File: src/rtl/fifo_pkg.sv
// Shared definitions for fifo_flex: read-mode encodings and pointer width helper.
package fifo_pkg;

   localparam int unsigned FIFO_MODE_STD  = 0;
   localparam int unsigned FIFO_MODE_FWFT = 1;

   // Address bits plus one wrap bit.
   function automatic int unsigned fifo_ptr_w(input int unsigned depth);
      return $clog2(depth) + 1;
   endfunction

endpackage

File: src/rtl/fifo_ptr.sv
// Wrap-bit pointer counter with synchronous clear; wraps naturally modulo 2^PW.
module fifo_ptr #(
   parameter int unsigned PW = 4
) (
   input  logic          clk_i,
   input  logic          clr_i,
   input  logic          inc_i,
   output logic [PW-1:0] ptr_o
);

   logic [PW-1:0] r_ptr;

   always_ff @(posedge clk_i) begin
      if (clr_i) begin
         r_ptr <= '0;
      end else if (inc_i) begin
         r_ptr <= r_ptr + PW'(1);
      end
   end

   assign ptr_o = r_ptr;

endmodule

File: src/rtl/fifo_flex.sv
// Single-clock FIFO with occupancy count, threshold flags and optional FWFT read mode.
// Sticky overflow/underflow flags are generated only when FIFO_FLEX_ERR_EN is defined.
module fifo_flex
   import fifo_pkg::*;
#(
   parameter int unsigned WIDTH        = 8,
   parameter int unsigned DEPTH        = 8,
   parameter int unsigned AFULL_LEVEL  = DEPTH - 2,
   parameter int unsigned AEMPTY_LEVEL = 1,
   parameter int unsigned FWFT         = FIFO_MODE_STD
) (
   input  logic                         clk_i,
   input  logic                         reset_i,
   input  logic [WIDTH-1:0]             din_i,
   input  logic                         wr_en_i,
   input  logic                         rd_en_i,
   output logic [WIDTH-1:0]             dout_o,
   output logic                         valid_o,
   output logic                         full_o,
   output logic                         empty_o,
   output logic                         almost_full_o,
   output logic                         almost_empty_o,
   output logic [fifo_ptr_w(DEPTH)-1:0] count_o,
   output logic                         overflow_o,
   output logic                         underflow_o
);

   localparam int unsigned AW = $clog2(DEPTH);
   localparam int unsigned PW = fifo_ptr_w(DEPTH);
   localparam logic [PW-1:0] AFULL_C  = PW'(AFULL_LEVEL);
   localparam logic [PW-1:0] AEMPTY_C = PW'(AEMPTY_LEVEL);

   if (WIDTH < 1) begin : g_bad_width
      $error("fifo_flex: WIDTH must be at least 1");
   end
   if ((DEPTH < 2) || ((DEPTH & (DEPTH - 1)) != 0)) begin : g_bad_depth
      $error("fifo_flex: DEPTH must be a power of two and at least 2");
   end
   if ((AFULL_LEVEL < 1) || (AFULL_LEVEL > DEPTH)) begin : g_bad_afull
      $error("fifo_flex: AFULL_LEVEL must be in 1..DEPTH");
   end
   if (AEMPTY_LEVEL > DEPTH - 1) begin : g_bad_aempty
      $error("fifo_flex: AEMPTY_LEVEL must be in 0..DEPTH-1");
   end
   if (FWFT > FIFO_MODE_FWFT) begin : g_bad_mode
      $error("fifo_flex: FWFT must be 0 or 1");
   end

   logic [WIDTH-1:0] r_mem [DEPTH];

   logic [PW-1:0] w_wr_ptr;
   logic [PW-1:0] w_rd_ptr;
   logic [PW-1:0] w_wr_ptr_nxt;
   logic [PW-1:0] w_rd_ptr_nxt;
   logic [PW-1:0] w_count_nxt;
   logic [AW-1:0] w_rd_addr;
   logic          w_wr_acc;
   logic          w_rd_acc;
   logic          w_full_nxt;
   logic          w_empty_nxt;

   logic [PW-1:0] r_count;
   logic          r_full;
   logic          r_empty;
   logic          r_afull;
   logic          r_aempty;

   assign w_wr_acc  = wr_en_i && !r_full;
   assign w_rd_acc  = rd_en_i && !r_empty;
   assign w_rd_addr = w_rd_ptr[AW-1:0];

   fifo_ptr #(.PW(PW)) u_wr_ptr (
      .clk_i (clk_i),
      .clr_i (reset_i),
      .inc_i (w_wr_acc),
      .ptr_o (w_wr_ptr)
   );

   fifo_ptr #(.PW(PW)) u_rd_ptr (
      .clk_i (clk_i),
      .clr_i (reset_i),
      .inc_i (w_rd_acc),
      .ptr_o (w_rd_ptr)
   );

   // Flags are precomputed from the post-edge pointers so they track count_o exactly.
   always_comb begin
      w_wr_ptr_nxt = w_wr_ptr + PW'(w_wr_acc);
      w_rd_ptr_nxt = w_rd_ptr + PW'(w_rd_acc);
      w_count_nxt  = r_count + PW'(w_wr_acc) - PW'(w_rd_acc);
      w_full_nxt   = (w_wr_ptr_nxt[PW-1] != w_rd_ptr_nxt[PW-1]) &&
                     (w_wr_ptr_nxt[AW-1:0] == w_rd_ptr_nxt[AW-1:0]);
      w_empty_nxt  = (w_wr_ptr_nxt == w_rd_ptr_nxt);
   end

   always_ff @(posedge clk_i) begin
      if (reset_i) begin
         r_count  <= '0;
         r_full   <= 1'b0;
         r_empty  <= 1'b1;
         r_afull  <= 1'b0;
         r_aempty <= 1'b1;
      end else begin
         r_count  <= w_count_nxt;
         r_full   <= w_full_nxt;
         r_empty  <= w_empty_nxt;
         r_afull  <= (w_count_nxt >= AFULL_C);
         r_aempty <= (w_count_nxt <= AEMPTY_C);
      end
   end

   // Storage is deliberately not reset.
   always_ff @(posedge clk_i) begin
      if (w_wr_acc && !reset_i) begin
         r_mem[w_wr_ptr[AW-1:0]] <= din_i;
      end
   end

   if (FWFT == FIFO_MODE_FWFT) begin : g_fwft
      assign dout_o  = r_mem[w_rd_addr];
      assign valid_o = !r_empty;
   end else begin : g_std
      logic [WIDTH-1:0] r_dout;
      logic             r_valid;

      always_ff @(posedge clk_i) begin
         if (reset_i) begin
            r_dout  <= '0;
            r_valid <= 1'b0;
         end else begin
            r_valid <= w_rd_acc;
            if (w_rd_acc) begin
               r_dout <= r_mem[w_rd_addr];
            end
         end
      end

      assign dout_o  = r_dout;
      assign valid_o = r_valid;
   end

`ifdef FIFO_FLEX_ERR_EN
   logic r_overflow;
   logic r_underflow;

   // Sticky until reset: any request presented against a full/empty FIFO.
   always_ff @(posedge clk_i) begin
      if (reset_i) begin
         r_overflow  <= 1'b0;
         r_underflow <= 1'b0;
      end else begin
         if (wr_en_i && r_full) begin
            r_overflow <= 1'b1;
         end
         if (rd_en_i && r_empty) begin
            r_underflow <= 1'b1;
         end
      end
   end

   assign overflow_o  = r_overflow;
   assign underflow_o = r_underflow;
`else
   assign overflow_o  = 1'b0;
   assign underflow_o = 1'b0;
`endif

   assign full_o         = r_full;
   assign empty_o        = r_empty;
   assign almost_full_o  = r_afull;
   assign almost_empty_o = r_aempty;
   assign count_o        = r_count;

endmodule

File: config.mk
export PLATFORM = sky130hd
export DESIGN_NAME = fifo_flex
export DESIGN_NICKNAME = d
export VERILOG_FILES = /design/src/rtl/fifo_pkg.sv /design/src/rtl/fifo_ptr.sv /design/src/rtl/fifo_flex.sv
export SDC_FILE = /design/constraint.sdc
export NUM_CORES = 1
export LEC_CHECK = 0
export ABC_AREA = 1
export BUFFER_PORTS_ARGS = -buffer_cell sky130_fd_sc_hd__buf_2
export CAP_MARGIN = 20
export CORE_MARGIN = 2
export CORE_UTILIZATION = 48
export DETAILED_ROUTE_END_ITERATION = 8
export HOLD_SLACK_MARGIN = 0.06
export PLACE_DENSITY = 0.66
export SETUP_SLACK_MARGIN = 0.5
export SYNTH_ARGS = -nofsm -noshare
export SYNTH_HDL_FRONTEND = slang
export SYNTH_SLANG_ARGS = --single-unit
File: constraint.sdc
create_clock -name clk_i -period 2.57 [get_ports clk_i]
set_clock_uncertainty 0.05 [all_clocks]
set_input_delay 0.514 -clock clk_i [delete_from_list [all_inputs] [get_ports clk_i]]
set_output_delay 0.514 -clock clk_i [all_outputs]
set_load 0.005 [all_outputs]
Yosys cells after proc, flatten, opt, wreduce, memory -nomap -nowiden
Memory sizes are Yosys's and may differ from the RTL's. A register that Yosys moved wholly into a read port is not among the register bits.
Cells that the tools add are included.
{"block": "op_classes", "n_shift": 0, "order_cmp": 2, "multipliers": 0, "eq_ne": 3, "div_mod_pow": 0, "reduce_logical": 7, "bitwise_logic": 0, "muxes": 2, "add_sub_neg": 6}
{"op": "4-bit by 1-bit adder with 4-bit output", "n": 3}
{"op": "4-bit by 1-bit adder with 4-bit output, second input constant", "n": 2}
{"op": "4-bit equality test", "n": 1}
{"op": "4-bit by 3-bit greater-or-equal comparator with 1-bit output, second input constant", "n": 1}
{"op": "4-bit by 1-bit less-or-equal comparator with 1-bit output, second input constant", "n": 1}
{"op": "1-bit logical AND", "n": 4}
{"op": "4-bit by 1-bit subtractor with 4-bit output", "n": 1}
{"op": "3-bit equality test", "n": 1}
{"op": "1-bit logical NOT", "n": 3}
{"op": "1-bit 2-to-1 mux", "n": 2}
{"op": "1-bit != test", "n": 1}
{"block": "word_totals", "word_cells": 29, "out_inout_bits": 19, "mem_bits_ro": 0, "ff_bits": 17, "input_bits": 12, "ramBits": 64, "n_memories": 1, "latch_bits": 0}
{"name": "r_mem", "words": 8, "width": 8, "rd": 1, "rd_clocked_by_memory_dff": 1, "wr": 1, "line": "fifo_flex.sv:49", "text": "logic [WIDTH-1:0] r_mem [DEPTH];"}

Longest topological paths before layout
{"block": "logic_depth", "ltp_word": 5, "depth_mapped": 13, "mapped_depth_nobuf": 13}

Hierarchy
Synthesis repeated with hierarchy kept, for this count alone.
{"block": "hier_totals", "cells_unflattened": 444, "hier_area_um2": 4139.0}
{"module": "fifo_flex", "n_inst": 1, "cells_per_inst": 398, "seq_area_each_um2": 2262.2, "area_each_um2": 3798.6}
{"module": "fifo_ptr", "n_inst": 2, "cells_per_inst": 23, "seq_area_each_um2": 80.1, "area_each_um2": 170.2}

Worst setup path after synthesis
Ideal clock, no wire load.
{"block": "synth_timing", "kind": "in2reg", "startpoint": "input port wr_en_i", "endpoint": "memory r_mem[2][0], enable pin", "required_time_ns": 2.125, "path_buffers": 0, "setup_ns": 0.395, "stages": 4, "arrival_ns": 1.768, "slack_ns": 0.358, "cell_sequence": "inv_1 > nor2_2 > nand2_1 > nor4_1"}
{"block": "synth_between", "elab_chain_len": 4}
{"item": "start, declared", "line": "fifo_flex.sv:15", "text": "input logic wr_en_i,"}
{"item": "1-bit logical AND", "line": "fifo_flex.sv:68", "text": "assign w_wr_acc = wr_en_i && !r_full;"}
{"item": "net u_wr_ptr.inc_i", "line": "fifo_ptr.sv:7", "text": "input logic inc_i,"}
{"item": "1-bit logical AND", "line": "fifo_flex.sv:114", "text": "if (w_wr_acc && !reset_i) begin"}
{"item": "1-bit 2-to-1 mux", "line": "fifo_flex.sv:114"}
{"item": "1-bit 2-to-1 mux (not written as such)", "line": "fifo_flex.sv:115", "text": "r_mem[w_wr_ptr[AW-1:0]] <= din_i;"}
{"item": "end, declared", "line": "fifo_flex.sv:49"}
The timed path passes the listed nets, and every way through them passes these cells.

Worst setup path after layout
{"block": "layout_timing", "startpoint": "register r_empty, in the netlist empty_o", "endpoint": "register r_aempty, in the netlist almost_empty_o"}
{"block": "layout_between", "elab_chain_len": 4}
{"item": "start, declared", "line": "fifo_flex.sv:64", "text": "logic r_empty;"}
{"item": "start signal, assigned", "line": "fifo_flex.sv:106", "text": "r_empty <= w_empty_nxt;"}
{"item": "1-bit logical NOT", "line": "fifo_flex.sv:69", "text": "assign w_rd_acc = rd_en_i && !r_empty;"}
{"item": "1-bit logical AND", "line": "fifo_flex.sv:69"}
{"item": "4-bit by 1-bit subtractor with 4-bit output", "line": "fifo_flex.sv:90", "text": "w_count_nxt = r_count + PW'(w_wr_acc) - PW'(w_rd_acc);"}
{"item": "4-bit by 1-bit less-or-equal comparator with 1-bit output", "line": "fifo_flex.sv:108", "text": "r_aempty <= (w_count_nxt <= AEMPTY_C);"}
{"item": "end signal, assigned", "line": "fifo_flex.sv:108"}
{"item": "end, declared", "line": "fifo_flex.sv:66", "text": "logic r_aempty;"}
Every way passes these cells.
A chain may end at the register's enable or synchronous reset.

==> results.md <==
* Sequential-to-total area share from yosys stat at 0.6223
* Number of levels in the clock H-tree at 3
* Result of the run: complete, no violations
* Yosys reg bits at 89
* DPL Wire Length at 4660 µm
* Maximum number of pins on one net before global-route repair at 36
* Max-Cap Viols at 0
* Vias after detailed routing at 2,582
* Via count of the first global-routing pass at 2,299
* Starting DRT DRC Count at 114
* Global-route usage over all layers at 0.1725
* Final weighted congestion of routability-driven global placement at 0.7539
* Diodes inserted at 0
* Crit start category: register
* Wire length on met1 at 3282 µm
* Total negative setup slack at 0 ns
* Final setup violation count at 0
* Most common cell after layout, fill and taps aside: sky130_fd_sc_hd__nand2_1
* Overall die area at 8845 µm²
* Share of post-route cells with drive strength above 1 at 0.1880
* Hold Slack at 0.4018 ns
* Number of port buffers at 28
* Number of CTS-inserted buffers at 9
* First drt pass iteration count at 6
* Achievable frequency at 520.8 MHz
* Clock transition at path regs at 0.09 ns
* Post-synthesis cell area at 3892 µm²
* Data arrival time of the critical path at 2.11 ns
* Final Hold Violating Endpoints at 0
* Leak pwr at 1.718 nW
* Required time of the critical path at 2.76 ns
* Clock tree from TritonCTS: yes
* Post-synth EDFFs at 64
* Routed length on met2 at 3383 µm
* Antenna violations before repair at 0
* CTS max path bufs at 2
* Wire length of the first global-routing pass at 11,340 µm
* Endpoint kind of the worst setup timing path: register
* Clock root buffer: sky130_fd_sc_hd__clkbuf_8
* Count of buffers added by post-CTS timing repair for setup at 0
* Floorplan row count at 32
* Amount of wire on met3 after detailed routing at 352 µm
* Worst hold path class: in -> reg
* Total Routed Length at 7070 µm
* Highest Signal Layer: met4
* CTS Sinks at 89
* Antenna viol nets, final at 0
* Number of library cell types mapped by synthesis at 31
* Layout-stage area growth over the synthesis result at 10.22%
* Final #Nets at 431
* Tmin final at 1.920 ns
* Async set or reset register ratio after synthesis at 0
* Syn avg cell area at 10.44 µm²
* Starting Density at 0.4986
* Worst-path maximum fanout at 8
* Most used flip-flop cell after synthesis: sky130_fd_sc_hd__edfxtp_1
* Final global-route overflow total at 0
* Number of top-level design ports at 31
* Quantity of hold-fixing buffers added after cts at 0
* Core Area at 7807 µm²
* Commonest cells after routing, fill and taps aside: sky130_fd_sc_hd__nand2_1 (85), sky130_fd_sc_hd__edfxtp_1 (64), sky130_fd_sc_hd__nor2_1 (37)
* Horiz. Die Dim at 94.05 µm
* Slew Limit Fails at 0
* Die outline height at 94.05 µm
* Critical path class: reg -> reg
* Post-detailed-route via-to-cell ratio at 4.994
* Drt drc at 0
* Number of warnings reported in the yosys synthesis log at 0
* Average wire per standard cell at 13.68 µm
* Count of mapped cells out of synthesis at 373
* Fraction of the cycle the final worst path needs at 0.7471
* Worst IR Drop VDD at 0.2738 mV
* Setup repair after global routing missed its margin: no
* Clock latency on the worst-skew pair at 0.34 ns
* Power Dens Cells at 693.9 nW/µm²
==> where the power goes <==
group / total [W] / internal [W] / switching (W) / leakage (nW)
sequential: 0.00165 / 0.00161 / 0.0000427 / 0.784
combinational: 0.000498 / 0.000194 / 0.000304 / 0.857
clock: 0.000824 / 0.000356 / 0.000469 / 0.0771
total: 0.00298 / 0.00216 / 0.000815 / 1.72
==> Yosys cell counts (2+ instances only) <==
master	instances	area [µm²]
sky130_fd_sc_hd__o21ai_1	14	70.07
sky130_fd_sc_hd__xnor2_1	4	35.03
sky130_fd_sc_hd__nand3_1	35	175.2
sky130_fd_sc_hd__nand2_1	85	319.1
sky130_fd_sc_hd__nor2_2	7	43.79
sky130_fd_sc_hd__inv_2	3	11.26
sky130_fd_sc_hd__buf_4	5	37.54
sky130_fd_sc_hd__nor2_1	38	142.6
sky130_fd_sc_hd__buf_12	2	40.04
sky130_fd_sc_hd__dfxtp_1	25	500.5
sky130_fd_sc_hd__o21ai_0	14	70.07
sky130_fd_sc_hd__buf_6	4	45.04
sky130_fd_sc_hd__inv_1	30	112.6
sky130_fd_sc_hd__a21oi_2	6	52.55
sky130_fd_sc_hd__nor4_1	2	12.51
sky130_fd_sc_hd__ha_1	8	100.1
sky130_fd_sc_hd__a21oi_1	10	50.05
sky130_fd_sc_hd__nor3_1	5	25.02
sky130_fd_sc_hd__edfxtp_1	64	1922
==> routing by layer <==
layer  global-route usage  vias to the layer above
met5                    0                        -
met4              0.06643                        0
met3              0.04093                        5
met2               0.2702                       55
met1               0.2335                     1205
li1                     -                     1317
==> path summary, 6_finish.rpt <==
path / start / endpoint / slack, ns / cells past startpoint
min: din_i[5] / r_mem[4][5] / 0.40 / 1
min reg2reg: u_wr_ptr.ptr_o[3] / u_wr_ptr.ptr_o[3] / 0.44 / 2
max: empty_o / almost_empty_o / 0.65 / 12
max reg2reg: empty_o / almost_empty_o / 0.65 / 12
==> worst max-delay path, cell delays in order (launching register included) <==
cell and delay, ns:
sky130_fd_sc_hd__dfxtp_1 0.32, sky130_fd_sc_hd__inv_2 0.10, sky130_fd_sc_hd__nand2_4 0.10, sky130_fd_sc_hd__nor2_4 0.13
sky130_fd_sc_hd__inv_1 0.06, sky130_fd_sc_hd__nand2_1 0.06, sky130_fd_sc_hd__ha_1 0.16, sky130_fd_sc_hd__inv_1 0.06
sky130_fd_sc_hd__fa_1 0.38, sky130_fd_sc_hd__xnor2_1 0.19, sky130_fd_sc_hd__inv_1 0.08, sky130_fd_sc_hd__nand3_1 0.09
sky130_fd_sc_hd__nand2_1 0.05
==> registers in the layout, indices dropped and copies added (netlist names) <==
name and count:
count_o 4, full_o 1, r_mem 64, almost_full_o 1, u_wr_ptr.ptr_o 4, almost_empty_o 1, u_rd_ptr.ptr_o 4, dout_o 8
valid_o 1, empty_o 1
==> metrics by stage <==
stage,setup slack [ns],total power [W],cell area (µm²),cells,utilization
after floorplan,0.5669,0.002062,3909,374,-
after global placement,0.3527,0.002170,4113,501,0.5268
after detailed placement,0.2647,0.002184,4113,501,0.5268
after CTS,0.5085,0.003007,4280,517,0.5482
after global routing,0.5098,0.003145,4290,517,0.5495
final,0.6499,0.002977,4290,517,0.5495
==> kinds of logic after synthesis <==
group                      synth area share
AOI/OAI and AO/OA                   0.06525
xor gates and xnor gates           0.008999
adders and majority gates           0.03086
buffers and inverters               0.07232
DFF                                  0.6223
other                             0.0009634
and+or+nand+nor                      0.1993
==> repair_timing <==
| action | in CTS | in global routing |
|---|---|---|
| hold endpoints to repair | 0 | 0 |
| pin swaps | 0 | 1 |
| resized for setup | 1 | 3 |
| endpoints found under the setup margin | 1 | 3 |
==> area by class of cell <==
cell class	count	area (µm²)
fillers	698	3517
clock buffers	12	135.1
clock inverters	4	30.03
well taps	102	127.6
multi-input cells	237	1217
flip-flops and latches	89	2422
repair buffers	39	222.7
inverters	34	135.1
No activity file was read; power rests on OpenSTA's default activity.
